### src/rtl/event_logger_pkg.sv
// Shared definitions for the event logger: record field widths, the
// "no event" classifier code, the serializer state type and the helper that
// picks one byte out of a 24-bit record.
package event_logger_pkg;

    localparam int ts_w   = 16;
    localparam int scnt_w = 6;
    localparam int rec_w  = 24;

    localparam logic [1:0]        event_none = 2'b00;
    localparam logic [scnt_w-1:0] scnt_max   = 6'd63;

    // Which byte of the head record is currently presented on the output.
    typedef enum logic [1:0] {
        BYTE0 = 2'd0,
        BYTE1 = 2'd1,
        BYTE2 = 2'd2
    } ser_state_t;

    // Record layout is {class, spikes, ts}; byte 0 is the most significant.
    function automatic logic [7:0] select_byte(input logic [rec_w-1:0] rec,
                                               input ser_state_t       sel);
        logic [7:0] b;
        case (sel)
            BYTE0:   b = rec[23:16];
            BYTE1:   b = rec[15:8];
            BYTE2:   b = rec[7:0];
            default: b = 8'h00;
        endcase
        return b;
    endfunction

endpackage

### src/rtl/event_fifo.sv
// Synchronous record FIFO for the event logger.
// Ports:
//   clk, rst      clock, asynchronous active-low reset
//   push, pop     write request / read request (pop ignored while empty)
//   wr_data       record to store
//   rd_data       head record (valid while !empty)
//   level         number of stored records, 0..DEPTH
//   full, empty   status flags
// A push while full is still accepted when a pop happens in the same cycle.
module event_fifo
    import event_logger_pkg::*;
#(
    parameter  int DEPTH = 8,
    localparam int AW    = $clog2(DEPTH),
    localparam int LW    = AW + 1
) (
    input  logic             clk,
    input  logic             rst,
    input  logic             push,
    input  logic             pop,
    input  logic [rec_w-1:0] wr_data,
    output logic [rec_w-1:0] rd_data,
    output logic [LW-1:0]    level,
    output logic             full,
    output logic             empty
);

    logic [rec_w-1:0] mem_r [DEPTH];
    logic [AW-1:0]    wr_ptr_r;
    logic [AW-1:0]    rd_ptr_r;
    logic [LW-1:0]    level_r;
    logic             wr_en_s;
    logic             rd_en_s;

    assign empty   = (level_r == {LW{1'b0}});
    assign full    = (level_r == LW'(DEPTH));
    assign rd_en_s = pop && !empty;
    // A pop frees the head slot this cycle, so a full FIFO can still take a push.
    assign wr_en_s = push && (!full || rd_en_s);
    assign rd_data = mem_r[rd_ptr_r];
    assign level   = level_r;

    // Record storage.
    always_ff @(posedge clk or negedge rst) begin
        if (!rst) begin
            for (int i = 0; i < DEPTH; i++) begin
                mem_r[i] <= {rec_w{1'b0}};
            end
        end else if (wr_en_s) begin
            mem_r[wr_ptr_r] <= wr_data;
        end
    end

    // Pointers wrap naturally because DEPTH is a power of two.
    always_ff @(posedge clk or negedge rst) begin
        if (!rst) begin
            wr_ptr_r <= {AW{1'b0}};
            rd_ptr_r <= {AW{1'b0}};
        end else begin
            if (wr_en_s) begin
                wr_ptr_r <= wr_ptr_r + AW'(1'b1);
            end
            if (rd_en_s) begin
                rd_ptr_r <= rd_ptr_r + AW'(1'b1);
            end
        end
    end

    // Occupancy counter; simultaneous push and pop leaves it unchanged.
    always_ff @(posedge clk or negedge rst) begin
        if (!rst) begin
            level_r <= {LW{1'b0}};
        end else begin
            case ({wr_en_s, rd_en_s})
                2'b10:   level_r <= level_r + LW'(1'b1);
                2'b01:   level_r <= level_r - LW'(1'b1);
                default: level_r <= level_r;
            endcase
        end
    end

endmodule

### src/rtl/event_logger.sv
// Event logger: stamps each classified event with a spike count and a
// timestamp, buffers the 24-bit records and streams them out as 3 bytes.
// Ports:
//   clk, rst      clock, asynchronous active-low reset
//   spike_in      spike strobe, counted once per high cycle
//   event_in      classifier output, 2'b00 means no event
//   out_ready     sink accepts out_data this cycle
//   out_valid     a byte of the head record is presented
//   out_data      current byte of the head record
//   fifo_level    records stored, 0..DEPTH
//   overflow      sticky, an event was dropped because the FIFO was full
module event_logger
    import event_logger_pkg::*;
#(
    parameter int DEPTH = 8
) (
    input  logic                     clk,
    input  logic                     rst,
    input  logic                     spike_in,
    input  logic [1:0]               event_in,
    input  logic                     out_ready,
    output logic                     out_valid,
    output logic [7:0]               out_data,
    output logic [$clog2(DEPTH):0]   fifo_level,
    output logic                     overflow
);

    logic [ts_w-1:0]   ts_r;
    logic [scnt_w-1:0] scnt_r;
    logic              overflow_r;
    ser_state_t        state_r;
    ser_state_t        state_next_s;

    logic              event_s;
    logic              xfer_s;
    logic              pop_s;
    logic              full_s;
    logic              empty_s;
    logic [scnt_w-1:0] spikes_s;
    logic [rec_w-1:0]  rec_s;
    logic [rec_w-1:0]  head_rec_s;

    assign event_s   = (event_in != event_none);
    assign xfer_s    = !empty_s && out_ready;
    assign pop_s     = xfer_s && (state_r == BYTE2);
    assign rec_s     = {event_in, spikes_s, ts_r};
    assign out_valid = !empty_s;
    assign overflow  = overflow_r;

    // Spike count for the record includes a spike arriving in the event cycle.
    always_comb begin
        spikes_s = scnt_r;
        if (scnt_r == scnt_max) begin
            spikes_s = scnt_max;
        end else begin
            spikes_s = scnt_r + {{(scnt_w-1){1'b0}}, spike_in};
        end
    end

    // Free-running timestamp.
    always_ff @(posedge clk or negedge rst) begin
        if (!rst) begin
            ts_r <= 16'd0;
        end else begin
            ts_r <= ts_r + 16'd1;
        end
    end

    // Saturating spike counter, cleared on every event even if it is dropped.
    always_ff @(posedge clk or negedge rst) begin
        if (!rst) begin
            scnt_r <= {scnt_w{1'b0}};
        end else if (event_s) begin
            scnt_r <= {scnt_w{1'b0}};
        end else if (spike_in && (scnt_r != scnt_max)) begin
            scnt_r <= scnt_r + {{(scnt_w-1){1'b0}}, 1'b1};
        end
    end

    // Sticky drop flag: full and no pop making room this cycle.
    always_ff @(posedge clk or negedge rst) begin
        if (!rst) begin
            overflow_r <= 1'b0;
        end else if (event_s && full_s && !pop_s) begin
            overflow_r <= 1'b1;
        end
    end

    // Serializer state register.
    always_ff @(posedge clk or negedge rst) begin
        if (!rst) begin
            state_r <= BYTE0;
        end else begin
            state_r <= state_next_s;
        end
    end

    // Serializer next state: advance only on a transfer.
    always_comb begin
        state_next_s = state_r;
        case (state_r)
            BYTE0: begin
                if (xfer_s) state_next_s = BYTE1;
                else        state_next_s = BYTE0;
            end
            BYTE1: begin
                if (xfer_s) state_next_s = BYTE2;
                else        state_next_s = BYTE1;
            end
            BYTE2: begin
                if (xfer_s) state_next_s = BYTE0;
                else        state_next_s = BYTE2;
            end
            default: state_next_s = BYTE0;
        endcase
    end

    // Output byte of the head record; zero while nothing is buffered.
    always_comb begin
        out_data = 8'h00;
        if (empty_s) begin
            out_data = 8'h00;
        end else begin
            out_data = select_byte(head_rec_s, state_r);
        end
    end

    event_fifo #(
        .DEPTH (DEPTH)
    ) u_fifo (
        .clk     (clk),
        .rst     (rst),
        .push    (event_s),
        .pop     (pop_s),
        .wr_data (rec_s),
        .rd_data (head_rec_s),
        .level   (fifo_level),
        .full    (full_s),
        .empty   (empty_s)
    );

endmodule

### config.mk
export PLATFORM = sky130hd
export DESIGN_NAME = event_logger
export DESIGN_NICKNAME = d
export VERILOG_FILES = /design/src/rtl/event_logger_pkg.sv /design/src/rtl/event_fifo.sv /design/src/rtl/event_logger.sv
export SDC_FILE = /design/constraint.sdc
export NUM_CORES = 1
export LEC_CHECK = 0
export CAP_MARGIN = 20
export CORE_MARGIN = 2
export CORE_UTILIZATION = 60
export CTS_CLUSTER_DIAMETER = 50
export DETAILED_ROUTE_END_ITERATION = 8
export PLACE_DENSITY = 0.8
export SYNTH_ARGS = -nofsm -noshare
export SYNTH_HDL_FRONTEND = slang
export SYNTH_SLANG_ARGS = --single-unit
### constraint.sdc
create_clock -name clk -period 5.65 [get_ports clk]
set_clock_uncertainty 0.2 [all_clocks]
set_input_delay 1.13 -clock clk [delete_from_list [all_inputs] [get_ports clk]]
set_output_delay 1.13 -clock clk [all_outputs]
set_load 0.05 [all_outputs]
# --- Yosys cells after proc, flatten, opt, wreduce, memory -nomap -nowiden ---
# Index checks and enable logic that the tools add are counted.
op_classes:
  n_addsub: 7
  n_lt_le_gt_ge: 3
  n_eq_ne: 7
  n_mux: 16
  bitwise: 2
  reduce_logical: 17
ops:
  columns: ["op", "count"]
  rows:
  - ["192-bit bitwise mux", 1]
  - ["24-bit binary-select mux with 3-bit select", 1]
  - ["24-bit demux with 3-bit select", 1]
  - ["24-bit 2-to-1 mux", 3]
  - ["8-bit case mux with 3 select lines", 1]
  - ["6-bit 2-to-1 mux", 3]
  - ["16-bit by 1-bit adder with 16-bit output (second input constant)", 1]
  - ["4-bit greater-or-equal comparator (second input constant)", 2]
  - ["1-bit logical AND", 8]
  - ["8-bit 2-to-1 mux", 1]
  - ["3-bit NOT with 4-bit output", 2]
  - ["4-bit case mux with 2 select lines", 1]
  - ["3-bit by 1-bit adder with 3-bit output (second input constant)", 2]
  - ["6-bit by 1-bit adder with 6-bit output", 1]
  - ["6-bit by 1-bit adder with 6-bit output (second input constant)", 1]
  - ["6-bit == test (second input constant)", 1]
  - ["6-bit inequality test (second input constant)", 1]
  - ["2-bit case mux with 3 select lines", 1]
  - ["2-bit nonzero test", 3]
  - ["4-bit by 1-bit adder with 4-bit output (second input constant)", 1]
  - ["2-bit by 1-bit == test with 1-bit output (second input constant)", 2]
  - ["2-bit == test (second input constant)", 2]
  - ["4-bit == test (second input constant)", 1]
  - ["4-bit logical NOT", 1]
  - ["other kinds (7)", 10]
totals:
  reg_bits: 227
  input_bits: 6
  out_inout_bits: 14

# --- Logic depth before layout (Yosys ltp) ---
depth:
  ltp_word: 9
  mapped_depth: 8
  ltp_nobuf: 7

# --- Modules after synthesis ---
# From an unflattened synthesis, not the netlist that was laid out.
unflattened:
  cells_unflattened: 715
  hier_area_um2: 10899.2
by_module_without_submodules:
  columns: ["mod", "n_inst", "cells_each", "area_per_inst_um2", "seq_area_each_um2"]
  rows:
  - ["event_fifo", 1, 559, 9377.7, 5054.8]
  - ["event_logger", 1, 156, 1521.5, 625.6]

# --- Worst setup path after synthesis ---
# Ideal clock, no wire load.
synth_timing:
  path_type: "register -> output"
  start: "register u_fifo.level_r[3], in the netlist u_fifo.level[3]"
  end: "output port out_data[5]"
  arrival_ns: 2.066
  required_time_ns: 4.320
  path_slack_ns: 2.254
  path_stages_with_launch: 6
  path_cell_list: "dfrtp_1 clkbuf_1 nor4_4 nor3_1 a22oi_1 nand3_1"
synth_via:
  elab_chain_cells: 2
synth_lines:
  columns: ["element", "line", "text"]
  rows:
  - ["from (decl)", "event_fifo.sv:31", "logic [LW-1:0] level_r;"]
  - ["from (signal assigned)", "event_fifo.sv:72", "level_r <= {LW{1'b0}};"]
  - ["from (signal assigned)", "event_fifo.sv:75", "2'b10: level_r <= level_r + LW'(1'b1);"]
  - ["from (signal assigned)", "event_fifo.sv:76", "2'b01: level_r <= level_r - LW'(1'b1);"]
  - ["4-bit logical NOT", "event_fifo.sv:35", "assign empty = (level_r == {LW{1'b0}});"]
  - ["8-bit 2-to-1 mux", "event_logger.sv:121", "if (empty_s) begin"]
  - ["to (decl)", "event_logger.sv:23", "output logic [7:0] out_data,"]
# Every way passes these cells.

# --- Worst setup path in the final report ---
layout_timing:
  start: "register u_fifo.rd_ptr_r[0]"
  end: "output port out_data[7]"
layout_via:
  elab_chain_cells: 6
layout_lines:
  columns: ["element", "line", "text"]
  rows:
  - ["from (decl)", "event_fifo.sv:30", "logic [AW-1:0] rd_ptr_r;"]
  - ["from (signal assigned)", "event_fifo.sv:58", "rd_ptr_r <= {AW{1'b0}};"]
  - ["from (signal assigned)", "event_fifo.sv:64", "rd_ptr_r <= rd_ptr_r + AW'(1'b1);"]
  - ["3-bit NOT with 4-bit output (not written as such)", "event_fifo.sv:40", "assign rd_data = mem_r[rd_ptr_r];"]
  - ["24-bit binary-select mux with 3-bit select", "event_fifo.sv:40", null]
  - ["24-bit 2-to-1 mux (not written as such) (2 in series)", "event_fifo.sv:40", null]
  - ["8-bit case mux with 3 select lines", "event_logger_pkg.sv:24", "case (sel)"]
  - ["8-bit 2-to-1 mux", "event_logger.sv:121", null]
# Every way passes these cells. The select of a mux whose other input is x is not followed.

==> results.json <==
{
  "dp_hpwl_mm": 14.3,
  "grt_max_degree": 137,
  "drcViolationCount": 0,
  "overflow": 0,
  "grt_pass1_vias": 6634,
  "ys_warn_count": 0,
  "finalSetupViolCount": 0,
  "wl_mm": 23.7,
  "synth_fp_nets": 762,
  "start_util": 0.615,
  "slowest_delay_ns": 0.93,
  "crit_path_start_kind": "register",
  "cp_max_fo": 40,
  "critPathRequiredTime_ns": 4.32,
  "synthCells": 749,
  "cts_num_sinks": 227,
  "wl_per_cell_um": 24.0,
  "io-pin-count": 20,
  "ys_async_sr_fraction": 1.00,
  "max-slew-margin-rel": 0.333,
  "worstMarginPinSlew_ns": 1.00,
  "ant_nets": 0,
  "die_x_um": 137,
  "p_per_area_nw_per_um2": 519,
  "p_clk_frac": 0.242,
  "arrival_ns": 3.57,
  "die-area_um2": 18800,
  "seqPwrFrac": 0.391,
  "switching_share": 0.359,
  "dr.first_iter.drc_count": 456,
  "gp_congestion": 0.852,
  "layout_commonest_cell": "dfrtp_1",
  "ys_ff_latch": 227,
  "holdCritPathClass": "reg -> reg",
  "coreArea_um2": 17300,
  "synth_area_um2": 10600,
  "drive_above_1_share": 0.364,
  "max_freq_mhz": 204,
  "worst-path-buf-inv": 1,
  "clk_latency_ns": 0.52,
  "via_per_inst": 6.45,
  "num_vias": 6364,
  "critPathCaptureType": "primary output",
  "final.setup.tns_ns": 0,
  "fp-row-count": 48,
  "max-cap-violations": 0,
  "drv_slew": 0,
  "synth_edf_count": 0,
  "cts_setup_buffers": 0,
  "fin_area_um2": 11600,
  "post_cts_resized": 0,
  "synth_cell_types": 51,
  "critPathTopFamily": "multiplexers",
  "cts_tree": "done",
  "period_share": 0.866,
  "critPathKind": "reg -> out",
  "area_delta_synth_final_pct": 9.45,
  "p_int_mw": 3.87,
  "final_util": 0.673,
  "rsz0062_at_grt": "no",
  "hold_viol_final": 0,
  "io_buffers": 19,
  "total_power_mw": 6.03,
  "antenna_cells": 0,
  "cts_root_buffer": "clkbuf_16",
  "nets": 759,
  "avgSynthCellArea_um2": 14.2,
  "htreeDepth": 1,
  "grt_usage": 0.268,
  "path_cells": "mux4_1 -> mux2_2 -> a22oi_1 -> nand3_1 -> clkdlybuf4s50_1",
  "ys.flop_type": "dfrtp_1",
  "status": "complete, no violations",
  "leakage_nw": 5.30,
  "slowest_stage": "dfrtp_4",
  "layout_common_cells": "dfrtp_1 (226), mux2_2 (190), mux2i_1 (32), nand3_1 (28), mux4_2 (26)",
  "cts_hold_buf": 0,
  "ir_drop_uv": 403,
  "comb_power_share": 0.367,
  "grt_pass1_wl_mm": 38.1,
  "post_dp_cell_area_um2": 10900,
  "firstDrtPassIters": 5,
  "clkTransAtPathRegs_ns": 0.06,
  "p_switching_mw": 2.17,
  "clock_path_buffers": 3,
  "die_h_um": 137,
  "cts_inserted_buffers": 24,
  "antenna_found_initial": 0,
  "yosysSeqAreaShare": 0.534,
  "period_needed_ns": 4.90
}
cells in the mapped netlist, types with 2 or more instances:
library cell  count  area [um2]
inv_1             6        22.5
a311oi_1          2        17.5
o21ai_0           2        10.0
xor2_1           13         114
and3_1            3        18.8
nand2_1          21        78.8
buf_2            17        85.1
nand4_1           6        37.5
and2_1            4        25.0
or3_1             2        12.5
nand3_1          28         140
ha_1              7        87.6
buf_4             7        52.6
o21ai_1           2        10.0
nor2_1           22        82.6
mux2i_1          32         320
mux2_2          190        2140
mux4_1            8         210
nand3_2           3        30.0
o211ai_1          2        15.0
a22oi_1          21         158
nor3b_1           3        22.5
a31oi_1           8        50.1
nand2b_1          4        25.0
a21oi_1           6        30.0
nor2b_1           3        18.8
clkbuf_1         23        86.3
dfrtp_1         227        5680
xnor2_1          17         149
buf_6             8        90.1
mux4_2           26         586
nor3_1            5        25.0
nand2_2           3        18.8
per-stage QoR:
stage,hold WS (ns),cells,setup WS [ns]
final,0.298,986,0.755
after global routing,0.308,986,0.621
after CTS,0.300,986,0.745
after detailed placement,0.287,945,1.30
after global placement,0.280,944,1.33
after floorplan,0.270,749,2.25
sequential cells by signal, summed over array words and instances, names as in the netlist:
signal	count
u_fifo.mem_r	192
u_fifo.level	4
u_fifo.rd_ptr_r	3
ts_r	16
state_r	2
overflow	1
u_fifo.wr_ptr_r	3
scnt_r	6
per-layer routing:
layer,routed length [um],track usage
met1,10400,0.378
met2,11800,0.446
met3,983,0.0337
met4,465,0.0664
met5,0,0
power by group through the flow:
stage	clock [mW]	combinational (mW)	sequential, mW
final	1.46	2.22	2.36
after detailed placement	0	2.20	2.38
after global routing	1.55	2.34	2.41
after global placement	0	2.11	2.37
after floorplan	0	1.71	2.22
after CTS	1.48	2.22	2.36
cell families (layout without fill, tap and decap cells):
logic type | Yosys count | after routing | share of synthesized area
compound gates | 51 | 51 | 0.0339
buf+inv | 63 | 75 | 0.0339
flops | 227 | 227 | 0.534
fa+ha+maj | 7 | 7 | 0.00824
simple gates | 114 | 114 | 0.0576
mux | 257 | 257 | 0.307
xor+xnor | 30 | 30 | 0.0247
worst paths after layout:
kind / startpoint / to / slack, ns / depth (start not counted)
min in group asynchronous: rst / u_fifo.level[0] / 0.54 / 1
min: u_fifo.mem_r[151] / u_fifo.mem_r[151] / 0.30 / 1
max: u_fifo.rd_ptr_r[0] / out_data[7] / 0.75 / 5
min reg2reg: u_fifo.mem_r[151] / u_fifo.mem_r[151] / 0.30 / 1
max reg2reg: state_r[0] / u_fifo.mem_r[33] / 2.87 / 4
max in group asynchronous: rst / u_fifo.mem_r[124] / 3.67 / 2
layout make-up:
cell class	instances	area, um2
Clock buffer	34	689
Clock inverter	7	37.5
Fill cell	1205	5660
Inverter	6	22.5
Multi-Input combinational cell	459	4620
Sequential cell	227	5680
Tap cell	225	282
Timing Repair Buffer	28	295
No activity file was read; power rests on OpenSTA's default activity.
